## config.mk

```make
export PLATFORM = sky130hd
export DESIGN_NAME = lsu_ctrl
export DESIGN_NICKNAME = d
export VERILOG_FILES = /design/src/rtl/npc_lsu_pkg.sv /design/src/rtl/lsu_align.sv /design/src/rtl/lsu_ctrl.sv
export SDC_FILE = /design/constraint.sdc
export NUM_CORES = 1
export LEC_CHECK = 0
export ABC_AREA = 1
export ABC_CLOCK_PERIOD_IN_PS = 3000
export BUFFER_PORTS_ARGS = -buffer_cell sky130_fd_sc_hd__buf_2
export CORE_MARGIN = 2
export CORE_UTILIZATION = 35
export CTS_BUF_LIST = sky130_fd_sc_hd__clkbuf_4
export DETAILED_ROUTE_END_ITERATION = 16
export SLEW_MARGIN = 20
export SYNTH_ARGS = -nofsm -noshare
export SYNTH_HDL_FRONTEND = slang
export SYNTH_SLANG_ARGS = --single-unit
export TNS_END_PERCENT = 5
```

## constraint.sdc

```tcl
create_clock -name clk -period 3 [get_ports clk]
set_input_delay 0.9 -clock clk [delete_from_list [all_inputs] [get_ports clk]]
set_output_delay 0.9 -clock clk [all_outputs]
set_load 0.1 [all_outputs]
```

## src/rtl/npc_lsu_pkg.sv

```systemverilog
// rtl/npc_lsu_pkg.sv - shared state type, funct3 codes and access-size helper for the load/store unit
package npc_lsu_pkg;

  typedef enum logic [1:0] {
    ST_IDLE = 2'd0,
    ST_WAIT = 2'd1,
    ST_RESP = 2'd2
  } lsu_state_t;

  localparam logic [2:0] F3_LB  = 3'b000;
  localparam logic [2:0] F3_LH  = 3'b001;
  localparam logic [2:0] F3_LW  = 3'b010;
  localparam logic [2:0] F3_LD  = 3'b011;
  localparam logic [2:0] F3_LBU = 3'b100;
  localparam logic [2:0] F3_LHU = 3'b101;
  localparam logic [2:0] F3_LWU = 3'b110;

  localparam logic [2:0] F3_SB  = 3'b000;
  localparam logic [2:0] F3_SH  = 3'b001;
  localparam logic [2:0] F3_SW  = 3'b010;
  localparam logic [2:0] F3_SD  = 3'b011;

  // Access size in bytes: 1, 2, 4 or 8, taken from the low two funct3 bits.
  function automatic logic [3:0] lsu_size_bytes(input logic [2:0] funct3);
    return 4'd1 << funct3[1:0];
  endfunction

endpackage

```

## src/rtl/lsu_align.sv

```systemverilog
// rtl/lsu_align.sv - byte-lane placement of store data, load extraction/extension and access checks
module lsu_align
  import npc_lsu_pkg::*;
(
  input  logic [2:0]  i_funct3,
  input  logic [2:0]  i_offset,
  input  logic        i_load,
  input  logic        i_store,
  input  logic [63:0] i_wdata,
  input  logic [63:0] i_rdata,
  output logic [63:0] o_mem_wdata,
  output logic [7:0]  o_mem_mask,
  output logic [63:0] o_load_data,
  output logic        o_misaligned,
  output logic        o_illegal
);

  logic [3:0]  w_size;
  logic [2:0]  w_low_mask;
  logic [7:0]  w_lane_mask;
  logic [63:0] w_shifted;

  assign w_size     = lsu_size_bytes(i_funct3);
  // Offset bits that must be zero for a naturally aligned access (size 8 -> 3'b111).
  assign w_low_mask = 3'(w_size - 4'd1);

  assign o_misaligned = (i_load | i_store) & (|(i_offset & w_low_mask));
  assign o_illegal    = (i_load & i_store)
                      | (i_load & (i_funct3 > F3_LWU))
                      | (i_store & (i_funct3 > F3_SD));

  assign o_mem_wdata = i_wdata << {i_offset, 3'b000};
  assign o_mem_mask  = w_lane_mask << i_offset;
  assign w_shifted   = i_rdata >> {i_offset, 3'b000};

  // Unshifted write mask for the store size.
  always_comb begin
    w_lane_mask = 8'h00;
    case (i_funct3)
      F3_SB:   w_lane_mask = 8'h01;
      F3_SH:   w_lane_mask = 8'h03;
      F3_SW:   w_lane_mask = 8'h0F;
      F3_SD:   w_lane_mask = 8'hFF;
      default: w_lane_mask = 8'h00;
    endcase
  end

  // Keep the low size bytes of the lane-shifted word and sign/zero extend.
  always_comb begin
    o_load_data = 64'd0;
    case (i_funct3)
      F3_LB:   o_load_data = {{56{w_shifted[7]}},  w_shifted[7:0]};
      F3_LH:   o_load_data = {{48{w_shifted[15]}}, w_shifted[15:0]};
      F3_LW:   o_load_data = {{32{w_shifted[31]}}, w_shifted[31:0]};
      F3_LD:   o_load_data = w_shifted;
      F3_LBU:  o_load_data = {56'd0, w_shifted[7:0]};
      F3_LHU:  o_load_data = {48'd0, w_shifted[15:0]};
      F3_LWU:  o_load_data = {32'd0, w_shifted[31:0]};
      default: o_load_data = 64'd0;
    endcase
  end

endmodule

```

## src/rtl/lsu_ctrl.sv

```systemverilog
// rtl/lsu_ctrl.sv - one-at-a-time load/store controller between execute, MEM and writeback
module lsu_ctrl
  import npc_lsu_pkg::*;
#(
  parameter int MEM_LAT = 1
) (
  input  logic        clk,
  input  logic        rst_n,
  input  logic        in_valid,
  output logic        in_ready,
  input  logic        in_load,
  input  logic        in_store,
  input  logic [2:0]  in_funct3,
  input  logic [63:0] in_addr,
  input  logic [63:0] in_wdata,
  input  logic [4:0]  in_rd,
  output logic        out_valid,
  input  logic        out_ready,
  output logic [63:0] out_rdata,
  output logic [4:0]  out_rd,
  output logic        out_err,
  output logic        mem_ren,
  output logic [63:0] mem_raddr,
  input  logic [63:0] mem_rdata,
  output logic        mem_wen,
  output logic [63:0] mem_waddr,
  output logic [63:0] mem_wdata,
  output logic [7:0]  mem_mask
);

  localparam logic [15:0] LP_CNT_INIT = 16'(MEM_LAT - 1);

  lsu_state_t  r_state;
  lsu_state_t  w_state_nxt;
  logic        r_load;
  logic        r_store;
  logic [2:0]  r_funct3;
  logic [63:0] r_addr;
  logic [63:0] r_wdata;
  logic [15:0] r_cnt;
  logic [63:0] r_out_rdata;
  logic [4:0]  r_out_rd;
  logic        r_out_err;

  logic        w_idle;
  logic        w_accept;
  logic        w_cnt_zero;
  logic [2:0]  w_al_funct3;
  logic [2:0]  w_al_offset;
  logic        w_al_load;
  logic        w_al_store;
  logic [63:0] w_load_data;
  logic        w_misaligned;
  logic        w_illegal;
  logic        w_err;

  assign w_idle     = (r_state == ST_IDLE);
  assign w_cnt_zero = (r_cnt == 16'd0);

  // In IDLE the checker looks at the incoming request so the accept decision
  // is made this cycle; afterwards it works on the latched copy.
  assign w_al_funct3 = w_idle ? in_funct3   : r_funct3;
  assign w_al_offset = w_idle ? in_addr[2:0] : r_addr[2:0];
  assign w_al_load   = w_idle ? in_load     : r_load;
  assign w_al_store  = w_idle ? in_store    : r_store;
  assign w_err       = w_misaligned | w_illegal;

  lsu_align u_align (
    .i_funct3     (w_al_funct3),
    .i_offset     (w_al_offset),
    .i_load       (w_al_load),
    .i_store      (w_al_store),
    .i_wdata      (r_wdata),
    .i_rdata      (mem_rdata),
    .o_mem_wdata  (mem_wdata),
    .o_mem_mask   (mem_mask),
    .o_load_data  (w_load_data),
    .o_misaligned (w_misaligned),
    .o_illegal    (w_illegal)
  );

  assign mem_raddr = {r_addr[63:3], 3'b000};
  assign mem_waddr = {r_addr[63:3], 3'b000};
  assign out_rdata = r_out_rdata;
  assign out_rd    = r_out_rd;
  assign out_err   = r_out_err;

  // State register; reset drops straight to IDLE so strobes fall immediately.
  always_ff @(posedge clk or negedge rst_n) begin
    if (!rst_n) begin
      r_state <= ST_IDLE;
    end else begin
      r_state <= w_state_nxt;
    end
  end

  // Next-state and handshake/strobe decode.
  always_comb begin
    w_state_nxt = r_state;
    w_accept    = 1'b0;
    in_ready    = 1'b0;
    out_valid   = 1'b0;
    mem_ren     = 1'b0;
    mem_wen     = 1'b0;
    case (r_state)
      ST_IDLE: begin
        in_ready = 1'b1;
        if (in_valid) begin
          w_accept = 1'b1;
          if (w_err || (!in_load && !in_store)) begin
            w_state_nxt = ST_RESP;
          end else begin
            w_state_nxt = ST_WAIT;
          end
        end
      end
      ST_WAIT: begin
        mem_ren = r_load;
        mem_wen = r_store & w_cnt_zero;
        if (w_cnt_zero) begin
          w_state_nxt = ST_RESP;
        end
      end
      ST_RESP: begin
        out_valid = 1'b1;
        if (out_ready) begin
          w_state_nxt = ST_IDLE;
        end
      end
      default: w_state_nxt = ST_IDLE;
    endcase
  end

  // Request latch, wait counter and registered response fields.
  always_ff @(posedge clk or negedge rst_n) begin
    if (!rst_n) begin
      r_load      <= 1'b0;
      r_store     <= 1'b0;
      r_funct3    <= 3'd0;
      r_addr      <= 64'd0;
      r_wdata     <= 64'd0;
      r_cnt       <= 16'd0;
      r_out_rdata <= 64'd0;
      r_out_rd    <= 5'd0;
      r_out_err   <= 1'b0;
    end else if (w_accept) begin
      r_load      <= in_load;
      r_store     <= in_store;
      r_funct3    <= in_funct3;
      r_addr      <= in_addr;
      r_wdata     <= in_wdata;
      r_cnt       <= LP_CNT_INIT;
      r_out_rdata <= 64'd0;
      r_out_rd    <= in_rd;
      r_out_err   <= w_err;
    end else if (r_state == ST_WAIT) begin
      if (!w_cnt_zero) begin
        r_cnt <= r_cnt - 16'd1;
      end else if (r_load) begin
        r_out_rdata <= w_load_data;
      end
    end
  end

endmodule

```

* Word-level counts from Yosys, hierarchy flattened
Cells that the tools add are included.
** Operators by class
- Add/sub/neg operators :: 2
- Order comparisons :: 2
- Eq/ne operators :: 12
- Shifts and indexed selects :: 4
- Muxes and demuxes :: 24
- Bitwise logic cells :: 10
- Reductions and logical operators :: 14
** Operator list (count)
- case mux 64 bit (7 select lines) :: 1
- two-way mux 64 bit :: 4
- << shifter 64 x 6 -> 64 bit :: 1
- >> shifter 64 x 6 -> 64 bit :: 1
- two-way mux 16 bit :: 3
- case mux 8 bit (4 select lines) :: 1
- zero test 16 bit :: 1
- subtractor 16 x 1 -> 16 bit, second input constant :: 1
- == test 3 bit, second input constant :: 3
- two-way mux 1 bit :: 8
- two-way mux 2 bit :: 4
- != test 2 bit, second input constant :: 4
- << shifter 8 x 3 -> 8 bit :: 1
- == test 3 x 2 -> 1 bit, second input constant :: 2
- two-way mux 3 bit :: 2
- case mux 2 bit (3 select lines) :: 1
- AND reduction 3 bit :: 2
- nonzero test 2 bit :: 3
- AND 1 bit :: 5
- OR 1 bit :: 4
- AND 3 bit :: 1
- == test 3 x 1 -> 1 bit, second input constant :: 1
- > comparator 3 x 2 -> 1 bit, second input constant :: 1
- > comparator 3 bit, second input constant :: 1
- 11 further kinds :: 12
** Storage, ports and cells
- Register bits :: 221
- Output and inout port bits :: 274
- Word-level logic and storage cells :: 78

* Longest topological paths before layout
Gate-level depths: netlist of the first run.
- Depth after elaboration :: 12
- Gate-level depth with buffers :: 15
- Gate-level depth less buffers :: 13

* By module
Synthesis of the first run repeated with hierarchy kept, for this count alone.
** Second synthesis, totals
- Cell total of the unflattened synthesis :: 2035
- Area total of the unflattened synthesis :: 14637.8 sq um
** By module, submodules not included
- lsu_ctrl :: times used 1, cells each 1187, area an instance 10697.8 sq um
- lsu_align :: times used 1, cells each 848, area an instance 3940.0 sq um

* Worst setup path after synthesis of the first run
Ideal clock, no wire load.
- Path type :: input to output
- Start :: input in_addr[1]
- End :: output mem_wdata[47]
- Arrival time :: 3.871 ns
- Required time :: 2.100 ns
- Setup slack :: -1.771 ns
- Stages :: 8
- Path buffers :: 3
- Cells stage by stage :: inv_1 > nand2_2 > o21ai_4 > buf_4 > buf_4 > buf_2 > nand2_1 > o21ai_0
** Between the ends
- Longest elaborated chain between the ends :: 2
** Ends and longest elaborated chain
- start: declaration :: RTL line lsu_ctrl.sv:14 : input logic [63:0] in_addr,
- two-way mux 3 bit :: RTL line lsu_ctrl.sv:63 : assign w_al_offset = w_idle ? in_addr[2:0] : r_addr[2:0];
- << shifter 64 x 6 -> 64 bit :: RTL line lsu_align.sv:32 : assign o_mem_wdata = i_wdata << {i_offset, 3'b000};
- end: declaration :: RTL line lsu_ctrl.sv:27 : output logic [63:0] mem_wdata,
Every way passes these cells.

* Worst setup path in the final report of the first run
- Start :: register r_state[0]
- End :: output mem_wdata[49]
** Between the ends
- Longest elaborated chain between the ends :: 3
** Ends and longest elaborated chain
- start: declaration :: RTL line lsu_ctrl.sv:33 : lsu_state_t r_state;
- start signal: assignment :: RTL line lsu_ctrl.sv:93 : r_state <= w_state_nxt;
- zero test 2 bit :: RTL line lsu_ctrl.sv:57 : assign w_idle = (r_state == ST_IDLE);
- two-way mux 3 bit :: RTL line lsu_ctrl.sv:63
- << shifter 64 x 6 -> 64 bit :: RTL line lsu_align.sv:32
Every way passes these cells.

==> summary.log, run 1 <==
INFO  timing         setup_repair_after_global_routing_missed_its_margin=yes
INFO  synthesis      post_synth_num_cell_types=40
INFO  synthesis      synth_cells=2060
INFO  die            die-width=205um
INFO  clock_network  clk_transition_reported_paths=80ps
INFO  clock_network  clock_latency=740ps
INFO  timing         worst_slack=-630ps
INFO  clock_network  cts_tree=yes
INFO  timing         worst_slew_pin_slew=893ps
INFO  grt            met3_global_route_usage=5.20%
INFO  grt            grt.busiest_layer=met2
INFO  clock_network  clock_tree.root_cell=clkbuf_4
INFO  timing         maxSlewHeadroom=40.5%
INFO  grt            use_met1=30.2%
INFO  placement      gp_congestion=0.912
INFO  detailed_routing vias=15439
INFO  detailed_routing final_antenna_net_count=0
INFO  finish         synthToLayoutAreaGrowth=43.5%
INFO  detailed_routing wl_per_cell=18.4um
INFO  timing         setup_viol=73
INFO  finish         layout.cells.non_filler=3094
INFO  worst_setup_path worstPathArrival=2730ps
INFO  grt            first_global_vias=14857
INFO  clock_network  tritoncts_num_sinks=221
INFO  synthesis      synth_xor_xnor_area_share=0.0619%
INFO  timing         finalHoldViolCount=0
INFO  finish         finish.net_count=2721
INFO  detailed_routing drtIter0Drc=1069
INFO  synthesis      synth_warnings=0
INFO  synthesis      yosys.area_share.simple=34.5%
INFO  grt            antenna_found_initial=18
INFO  die            start_util=35.5%
INFO  placement      place_inst=2936
INFO  synthesis      netlist_area=0.0141mm^2
INFO  synthesis      synth_adder_area_share=0.0884%
INFO  grt            grt_start_max_net_pins=119
INFO  detailed_routing via_per_inst=4.99
INFO  outcome        failed_checks=negative setup slack
INFO  timing         timing.final.crit_share=121%
INFO  grt            fraction_of_met2_tracks_used_by_global_routing=46.5%
INFO  die            floorplan.io_pins=480
INFO  synthesis      dominant_combinational_cell_family_by_area_after_synthesis=simple AND/OR/NAND/NOR gates
INFO  worst_setup_path timing.setup.critical_path_class=register to output pin
INFO  timing         timing.final.max_slew_violations=0
INFO  grt            congestion_overflow_gr=0
INFO  clock_network  htree_num_levels=3
INFO  grt            grt_first_pass_wirelength=84.3mm
INFO  timing         fmax=0.275GHz
INFO  timing         final.hold.worst_slack=158ps
INFO  outcome        result_of_the_run=finished with violations
INFO  detailed_routing remaining_drc_errors=0
INFO  synthesis      postSynthRegisterBits=221
INFO  timing         finClkSkew=52.7ps
INFO  timing         post-route-min-period=3630ps
INFO  grt            groute.usage.overall=26.3%
INFO  job            max_cap_viols=0
INFO  die            core_region_area=0.0398mm^2
INFO  min_path       hold_crit_path_type=input pin to asynchronous set/reset pin
INFO  placement      dpl.hpwl=41.3mm
INFO  synthesis      synthesized_area_fraction_occupied_by_ao_oa_aoi_and_oai_cells=11.1%
INFO  die            fp.dieH=205um
INFO  synthesis      yosys-mux-area-fraction=0.212%
INFO  synthesis      synth_sequential_area_ratio=39.1%
INFO  clock_network  cts-buffers-inserted=67
INFO  die            die_area=0.0420mm^2
INFO  synthesis      syn-mean-instance-area=6.87um^2
INFO  finish         final_layout_size_suffix_gt1_share=36.7%
INFO  detailed_routing drt_pre_antenna_iters=7
INFO  detailed_routing drt-total-wl=56.9mm
INFO  worst_setup_path worst_setup_start_kind=register
INFO  finish         final_util=51.0%
INFO  placement      io_buffers=473
INFO  clock_network  cts-root-to-sink-buffers=3
INFO  worst_setup_path cp_max_fo=7
INFO  die            rows=73
INFO  worst_setup_path critical_path_required_time=2100ps
INFO  timing         timing.setup.tns=-39190ps
INFO  worst_setup_path setup.worst_path.end_class=output pin
-- state kept, by name, indices dropped and copies added (netlist names) --
name,cells
out_err,1
out_rd,5
out_rdata,64
r_addr,64
r_cnt,16
r_funct3,3
r_load,1
r_state,2
r_store,1
r_wdata,64
-- critical path, cell delays in order (launching register included) --
cell,delay [ps]
dfrtp_1,420
nor2_4,240
buf_6,180
nand2_4,50
o21ai_4,150
buf_12,180
buf_12,120
buf_12,100
o21ai_2,40
a21oi_1,120
o21ai_1,110
o21ai_2,90
buf_12,190
-- kinds of logic after synthesis --
family | count (synthesis)
other cells | 1
buf+inv | 381
mux | 3
fa+ha+maj | 1
flops | 221
simple gates | 1170
xor+xnor | 1
compound gates | 282
-- metal layers --
metal	share of wire (%)	wire length, um
met5	0.062	35
met1	38	21600
met2	51	29100
met3	6.5	3680
met4	4.3	2460
-- synthesized netlist by cell type (all sizes together) --
cell	count	area, um^2
nand2b	1	6.26
inv	119	447
nor3	10	61.3
and2	2	12.5
xnor2	1	8.76
nor4b	1	23.8
nor3b	2	15.0
and3	1	6.26
nand2	853	3240
nand3b	1	7.51
or2	14	87.6
nor2	102	395
a21oi	17	85.1
ha	1	12.5
nand3	145	781
o21a	1	7.51
clkbuf	50	188
buf	212	1480
o21bai	2	15.0
nand4	38	238
o211ai	37	278
o21ai	203	1050
mux2i	3	30.0
conb	1	3.75
a31oi	7	43.8
o22ai	15	93.8
dfrtp	221	5530
-- layout make-up --
| cell class | instances | area (um^2) |
|---|---|---|
| fillers | 3947 | 19500 |
| flip-flops and latches | 221 | 5530 |
| clock buffers | 91 | 683 |
| diodes | 12 | 30.0 |
| repair buffers | 638 | 5340 |
| inverters | 119 | 455 |
| well taps | 525 | 657 |
| clock inverters | 21 | 134 |
| multi-input cells | 1467 | 7470 |
-- placed cells by master (no fill, tap or decap), types with 13 or more instances in the layout --
master    count
nand4_1      38
dfrtp_1     220
clkinv_1     14
buf_4       103
buf_12      107
buf_2       398
nor2_1       59
inv_1       108
o21ai_2      40
o21ai_4      18
nor2_2       19
buf_6        21
o21ai_0     131
nor2_4       24
o21ai_1      14
nand2_2      14
o211ai_1     37
nand3_1     118
nand2_1     829
nand3_2      25
a21oi_1      13
clkbuf_4     91
-- repair_timing --
action                     CTS  global route
pin swaps                   26            26
buffers inserted            17             8
gates cloned                 7             2
hold endpoints to repair     0             0
setup endpoints to repair   74            88
hold buffers                 0             0
gates resized for setup    107            63
-- path summary, 6_finish.rpt --
kind / start / to / slack [ps] / cells after the start
hold / removal: rst_n / r_addr[1] / 160 / 1
hold reg to reg: out_rd[1] / out_rd[1] / 460 / 2
setup reg to reg: r_state[0] / out_rdata[34] / 240 / 15
min in group clk: in_wdata[30] / r_wdata[30] / 370 / 3
setup / recovery: r_state[0] / mem_wdata[49] / -630 / 12
max in group asynchronous: rst_n / r_addr[29] / 2070 / 2
-- per-stage QoR --
stage	instance area (um^2)	setup slack, ps
3_5_place_dp	18400	-619
5_1_grt	20300	-747
6_report	20300	-630
3_3_place_gp	18400	-626
2_1_floorplan	14600	-604
4_1_cts	19900	-687
Power of run 1 is not shown: default switching activity piles up to over one toggle a cycle in this logic, so the estimate is an artifact.
==> run 2: changes to the inputs <==
--- a/config.mk
+++ b/config.mk
@@ -9,4 +9,5 @@
 export ABC_CLOCK_PERIOD_IN_PS = 3000
 export BUFFER_PORTS_ARGS = -buffer_cell sky130_fd_sc_hd__buf_2
+export CAP_MARGIN = 40
 export CORE_MARGIN = 2
 export CORE_UTILIZATION = 35
==> constraint.sdc (replaced) <==
create_clock -name clk -period 3 [get_ports clk]
set_input_delay 0.3 -clock clk [delete_from_list [all_inputs] [get_ports clk]]
set_output_delay 0.3 -clock clk [all_outputs]
set_load 0.1 [all_outputs]
==> run 2 against run 1 <==
  * The flow still finishes with violations (negative setup slack)
  * Worst hold slack lost 86 ps
  * Sequential share of layout area shrank 1.0 points
  * Cell count is 2.0% higher
  * Core utilization increased by 2.0 points
  * Count of clock-buffer cells in the layout down 4
  * Clock skew grew 3.0 ps
  * Maximum frequency increased by 20%
  * Setup slack improved by 600 ps
  * Critical path type unchanged
==> summary.log, run 2 (synthesis results as in run 1) <==
INFO  finish         most_common_library_cell_in_the_layout_ignoring_fill_and_taps=nand2_1
INFO  detailed_routing drtIter0Drc=984 [-8.0%]
INFO  grt            antenna_found_initial=3 [-15]
INFO  worst_setup_path setup.worst_path.end_class=output pin
INFO  finish         finish.net_count=2800 [+2.9%]
INFO  worst_setup_path cp_max_fo=8 [+1]
INFO  worst_setup_path worst_reg2reg_path_startpoint=r_state[1]
INFO  clock_network  cts_tree=yes
INFO  detailed_routing remaining_drc_errors=0 [unchanged]
INFO  detailed_routing final_antenna_net_count=0 [unchanged]
INFO  timing         finalHoldViolCount=0 [unchanged]
INFO  worst_setup_path setup.worst_path.start=r_state[1]
INFO  detailed_routing via_per_inst=5.09 [+2.0%]
INFO  die            die-width=205um [unchanged]
INFO  finish         synthToLayoutAreaGrowth=49.2%
INFO  timing         setup_viol=15 [-79%]
INFO  clock_network  clk_transition_reported_paths=70ps [about the same]
INFO  worst_setup_path worst_setup_start_kind=register
INFO  grt            groute.usage.overall=27.0% [+0.70 points]
INFO  grt            congestion_overflow_gr=0 [unchanged]
INFO  worst_setup_path critical_path.cell_chain=nor2_4, buf_6, buf_4, o21ai_4, buf_12, buf_12, buf_6, nand3_1, nor2_2, buf_12
INFO  timing         worst_slew_pin_slew=692ps [-201 ps]
INFO  placement      dpl.hpwl=39.0mm [-5.7%]
INFO  grt            grt_first_pass_wirelength=87.4mm [+3.6%]
INFO  finish         final_layout_size_suffix_gt1_share=33.0% [-3.7 points]
INFO  clock_network  htree_num_levels=3 [unchanged]
INFO  die            floorplan.io_pins=480 [unchanged]
INFO  detailed_routing drt_pre_antenna_iters=6 [-1]
INFO  worst_setup_path path_common_cell=buf_12
INFO  die            die_area=0.0420mm^2 [unchanged]
INFO  timing         finClkSkew=55.8ps [+3.04 ps]
INFO  timing         fmax=0.330GHz [+20%]
INFO  clock_network  clock_tree.root_cell=clkbuf_4
INFO  detailed_routing wl_per_cell=18.7um [+2.0%]
INFO  finish         final_util=53.0% [+2.0 points]
INFO  worst_setup_path timing.setup.critical_path_class=register to output pin
INFO  grt            first_global_vias=15997 [+7.7%]
INFO  die            core_region_area=0.0398mm^2 [unchanged]
INFO  finish         layout.cells.most_common_list=nand2_1 (828), buf_2 (399), dfrtp_1 (220), dlygate4sd3_1 (143)
INFO  worst_setup_path crit_family=buffers and inverters
INFO  job            max_cap_viols=0 [unchanged]
INFO  min_path       holdCritStartpoint=mem_rdata[60]
INFO  detailed_routing vias=16066 [+4.1%]
INFO  grt            grt_start_max_net_pins=125 [+5.0%]
INFO  worst_setup_path path_buf_inv=6 [+1]
INFO  die            rows=73 [unchanged]
INFO  timing         maxSlewHeadroom=53.8% [+13 points]
INFO  clock_network  cts-root-to-sink-buffers=3 [unchanged]
INFO  outcome        failed_checks=negative setup slack
INFO  clock_network  tritoncts_num_sinks=221 [unchanged]
INFO  timing         post-route-min-period=3030ps [-597 ps]
INFO  placement      gp_congestion=0.885 [-3.0%]
INFO  timing         timing.final.max_slew_violations=0 [unchanged]
INFO  detailed_routing drt-total-wl=59.2mm [+4.0%]
INFO  timing         worst_slack=-33.4ps [+597 ps]
INFO  die            start_util=35.5% [unchanged]
INFO  min_path       hold_crit_path_type=input pin to register
INFO  timing         setup_repair_after_global_routing_missed_its_margin=yes
INFO  outcome        result_of_the_run=finished with violations
INFO  die            fp.dieH=205um [unchanged]
INFO  placement      io_buffers=473 [unchanged]
INFO  worst_setup_path worstPathArrival=2730ps [about the same]
INFO  worst_setup_path critical_path_required_time=2700ps [+600 ps]
INFO  clock_network  cts-buffers-inserted=68 [+1.5%]
INFO  worst_setup_path cp_slowest_cell=dfrtp_2
INFO  worst_setup_path critPathMaxStageDelay=440ps [+20 ps]
INFO  clock_network  clock_latency=760ps [+20 ps]
INFO  timing         timing.final.crit_share=101% [-20 points]
==> run 2: changes by cell type in the layout (fill, tap and decap cells not counted), sizes merged, moves of 2 or more <==
cell and delta:
clkinv -5, diode -9, clkbuf -2, buf -69
inv +2, dlygate4sd3 +143
==> run 2: final timing paths <==
| check | to | slack, ps | depth (start not counted) |
|---|---|---|---|
| max | mem_wdata[3] | -30 | 10 |
| min | out_rdata[60] | 70 | 7 |
| max reg2reg | out_rdata[36] | 300 | 14 |
| min reg2reg | out_rd[2] | 470 | 2 |
| max in group asynchronous | r_addr[38] | 2100 | 3 |
| min in group asynchronous | out_rdata[52] | 100 | 2 |
==> run 2: stage by stage <==
step | hold slack [ps] | setup TNS, ps | area [um^2] | cells | setup slack (ps)
floorplan | 4.41 | -13900 | 14200 | 2065 | -530
global placement | 296 | 0 | 17200 | 2841 | 62.1
detailed placement | 299 | 0 | 17200 | 2842 | 21.9
CTS | 9.39 | -1310 | 20400 | 3134 | -107
global route | 81.0 | -3950 | 21100 | 3155 | -124
finish | 72.6 | -200 | 21100 | 3156 | -33.4
==> run 2: tightest hold or removal path, stage by stage <==
cell     delay [ps]
buf_2           130
nand3_1         100
inv_1            60
nand2_1          50
nand4_1          80
nand2_1          50
nand2_1          40
==> run 2: metal layers <==
layer / global-route usage [%] / part of all wire, %
met5: 0 / 0
met4: 15.6 / 5.3
met3: 4.71 / 6.7
met2: 48.4 / 51
met1: 30.0 / 37
==> run 2: repair_timing <==
item                                    CTS  global route
hold buffers                            143             0
cloned                                   12             3
endpoints found under the hold margin   353             0
resized for setup                       147           129
endpoints found under the setup margin   73            69
buffers inserted                         32            16
pin swaps                                24            39
==> run 2: cell type report <==
| type | count | area, um^2 |
|---|---|---|
| Timing Repair Buffer | 715 | 6300 |
| Sequential cell | 221 | 5530 |
| Fill cell | 3717 | 18700 |
| Clock inverter | 18 | 100 |
| Antenna cell | 3 | 7.51 |
| Clock buffer | 87 | 653 |
| Inverter | 119 | 457 |
| Tap cell | 525 | 657 |
| Multi-Input combinational cell | 1468 | 7400 |
Power of run 2 is left out for the same reason.
==> run 3: changes to the inputs <==
- SETUP_SLACK_MARGIN: default -> 0.1
- TNS_END_PERCENT: 5 -> default
==> run 3 against run 2 <==
  * Clock skew is 7.6 ps lower
  * Cell count is 1.9% higher
  * Sequential cell count stayed put
  * Sequential share of layout area is 1.1 points lower
  * Design area is 4.3% higher
  * Via count is 2.9% higher
  * Setup slack worse by 75 ps
  * Count of clock-buffer cells in the layout is 1 lower
  * Critical path depth is 2 higher
  * Wire length is 3.6% higher
  * The flow still finishes with violations (negative setup slack)
  * Global-route usage is 0.51 points higher
  * Core utilization is 2.3 points higher
==> summary.log, run 3 (synthesis results as in run 1) <==
INFO  outcome        result_of_the_run=finished with violations
INFO  outcome        failed_checks=negative setup slack
INFO  worst_setup_path worst_reg2reg_path_startpoint=r_state[0]
INFO  worst_setup_path reg2regPathDepth=10 [-4]
INFO  timing         maxSlewHeadroom=41.4% [-12 points]
INFO  min_path       holdCritStartpoint=mem_rdata[2]
INFO  worst_setup_path timing.setup.critical_path_class=register to output pin
INFO  finish         finish.net_count=2837 [+1.3%]
INFO  die            start_util=35.5% [unchanged]
INFO  clock_network  clock_tree.root_cell=clkbuf_4
INFO  timing         timing.final.max_slew_violations=0 [unchanged]
INFO  grt            grt_first_pass_wirelength=89.6mm [+2.5%]
INFO  timing         setup_viol=15 [unchanged]
INFO  placement      dpl.hpwl=39.6mm [+1.7%]
INFO  timing         worst_slew_pin_slew=879ps [+187 ps]
INFO  finish         num-fill-cells=3597 [-3.2%]
INFO  clock_network  clk_transition_reported_paths=60ps [about the same]
INFO  placement      gp_congestion=0.953 [+7.8%]
INFO  worst_setup_path cp_max_fo=8 [unchanged]
INFO  clock_network  tritoncts_num_sinks=221 [unchanged]
INFO  finish         final_util=55.3% [+2.3 points]
INFO  clock_network  cts_tree=yes
INFO  finish         final_layout_size_suffix_gt1_share=35.9% [+2.9 points]
INFO  detailed_routing wl_per_cell=19.1um [+1.7%]
INFO  worst_setup_path worstPathArrival=2810ps [+80 ps]
INFO  worst_setup_path reg2reg_slack=430ps [+130 ps]
INFO  timing         fmax=0.322GHz [-2.4%]
INFO  detailed_routing via_per_inst=5.14 [+1.0%]
INFO  grt            congestion_overflow_gr=0 [unchanged]
INFO  placement      io_buffers=473 [unchanged]
INFO  min_path       hold_critical_path_endpoint=out_rdata[2]
INFO  timing         finalHoldViolCount=0 [unchanged]
INFO  worst_setup_path critical_path_required_time=2700ps [about the same]
INFO  worst_setup_path critical_path.reg2reg.endpoint=out_rdata[1]
INFO  timing         timing.setup.tns=-489ps [-289 ps]
INFO  die            die-width=205um [unchanged]
INFO  timing         final.hold.worst_slack=79.0ps [+6.36 ps]
INFO  min_path       cell_count_of_the_worst_hold_path=7 [unchanged]
INFO  detailed_routing remaining_drc_errors=0 [unchanged]
INFO  die            fp.dieH=205um [unchanged]
INFO  timing         post-route-min-period=3110ps [+74.8 ps]
INFO  clock_network  htree_num_levels=3 [unchanged]
INFO  timing         worst_slack=-108ps [-74.8 ps]
INFO  timing         finClkSkew=48.2ps [-7.56 ps]
INFO  clock_network  cts-root-to-sink-buffers=3 [unchanged]
INFO  finish         synthToLayoutAreaGrowth=55.7%
INFO  detailed_routing drt-total-wl=61.3mm [+3.6%]
INFO  grt            groute.usage.overall=27.5% [+0.51 points]
INFO  timing         setup_repair_after_global_routing_missed_its_margin=yes
INFO  die            rows=73 [unchanged]
INFO  finish         layout.cells.most_common_list=nand2_1 (811), buf_2 (399), dfrtp_1 (219), dlygate4sd3_1 (140), o21ai_0 (114)
INFO  worst_setup_path setup.worst_path.end_class=output pin
INFO  worst_setup_path worst_setup_start_kind=register
INFO  grt            first_global_vias=16206 [+1.3%]
INFO  timing         timing.final.crit_share=104% [+2.5 points]
INFO  die            core_region_area=0.0398mm^2 [unchanged]
INFO  clock_network  cts-buffers-inserted=67 [-1.5%]
INFO  min_path       hold_crit_path_type=input pin to register
INFO  clock_network  clock_latency=760ps [about the same]
INFO  detailed_routing vias=16538 [+2.9%]
INFO  job            max_cap_viols=0 [unchanged]
INFO  die            die_area=0.0420mm^2 [unchanged]
INFO  detailed_routing final_antenna_net_count=0 [unchanged]
INFO  detailed_routing drtIter0Drc=1280 [+30%]
INFO  grt            grt_start_max_net_pins=172 [+38%]
INFO  detailed_routing drt_pre_antenna_iters=6 [unchanged]
INFO  grt            antenna_found_initial=9 [+6]
INFO  finish         most_common_library_cell_in_the_layout_ignoring_fill_and_taps=nand2_1
INFO  die            floorplan.io_pins=480 [unchanged]
[run 3: cell count changes in the layout (fill, tap and decap cells not counted), sizes merged]
cell         previous run  this run
nand2                 857       854
diode                   3        10
buf                   567       610
clkinv                 13        30
inv                   122       120
bufbuf                  1         2
clkbuf                 91        90
dlygate4sd3           143       140
[run 3: area by class of cell]
class	count	area [um^2]	area share [%]
multi-input cells	1465	7870	35.7
repair buffers	756	6670	30.3
flip-flops and latches	221	5530	25.1
well taps	525	657	2.98
clock buffers	86	646	2.93
inverters	119	459	2.08
clock inverters	33	171	0.778
diodes	10	25.0	0.114
[run 3: how the worst max path moves through the flow]
stage,from,endpoint,slack (ps)
floorplan,r_state[0],mem_wdata[47],-370
global route,r_state[0],mem_wdata[53],-260
detailed placement,r_state[1],out_rdata[32],390
finish,r_state[0],mem_wdata[51],-110
global placement,r_state[1],mem_wdata[55],400
CTS,r_state[1],mem_wdata[60],-30
[run 3: critical path: stages (launching register included)]
cell     delay (ps)
dfrtp_2         440
nor2_4          200
buf_6           160
buf_6           110
nand2_4          50
o21ai_4          90
buf_12          170
buf_12          130
o21ai_2          50
o22ai_1         150
nand2_1         190
o21ai_2         140
buf_12          190
[run 3: through the flow]
step / area [um^2] / cells / setup WS (ps)
detailed placement: 17500 / 2860 / 388
finish: 22000 / 3215 / -108
global placement: 17500 / 2859 / 400
global route: 22000 / 3214 / -261
floorplan: 14400 / 2065 / -369
CTS: 21000 / 3166 / -32.5
[run 3: repair_timing]
item                                   4_1_cts  5_1_grt
gates resized for setup                    208      138
hold buffers                               140        0
setup buffers                               37       34
gates cloned                                11        5
endpoints found under the hold margin      228        0
pin swaps                                   49       59
setup endpoints to repair                   73       73
[run 3: per-layer routing]
layer	GRT usage (%)	vias up	part of all wire, %
met5	0	-	0.034
met1	31.1	7746	37
met3	6.00	246	7.2
li1	-	7662	-
met2	47.2	880	49
met4	16.9	4	6.7
Power of run 3 is left out for the same reason.
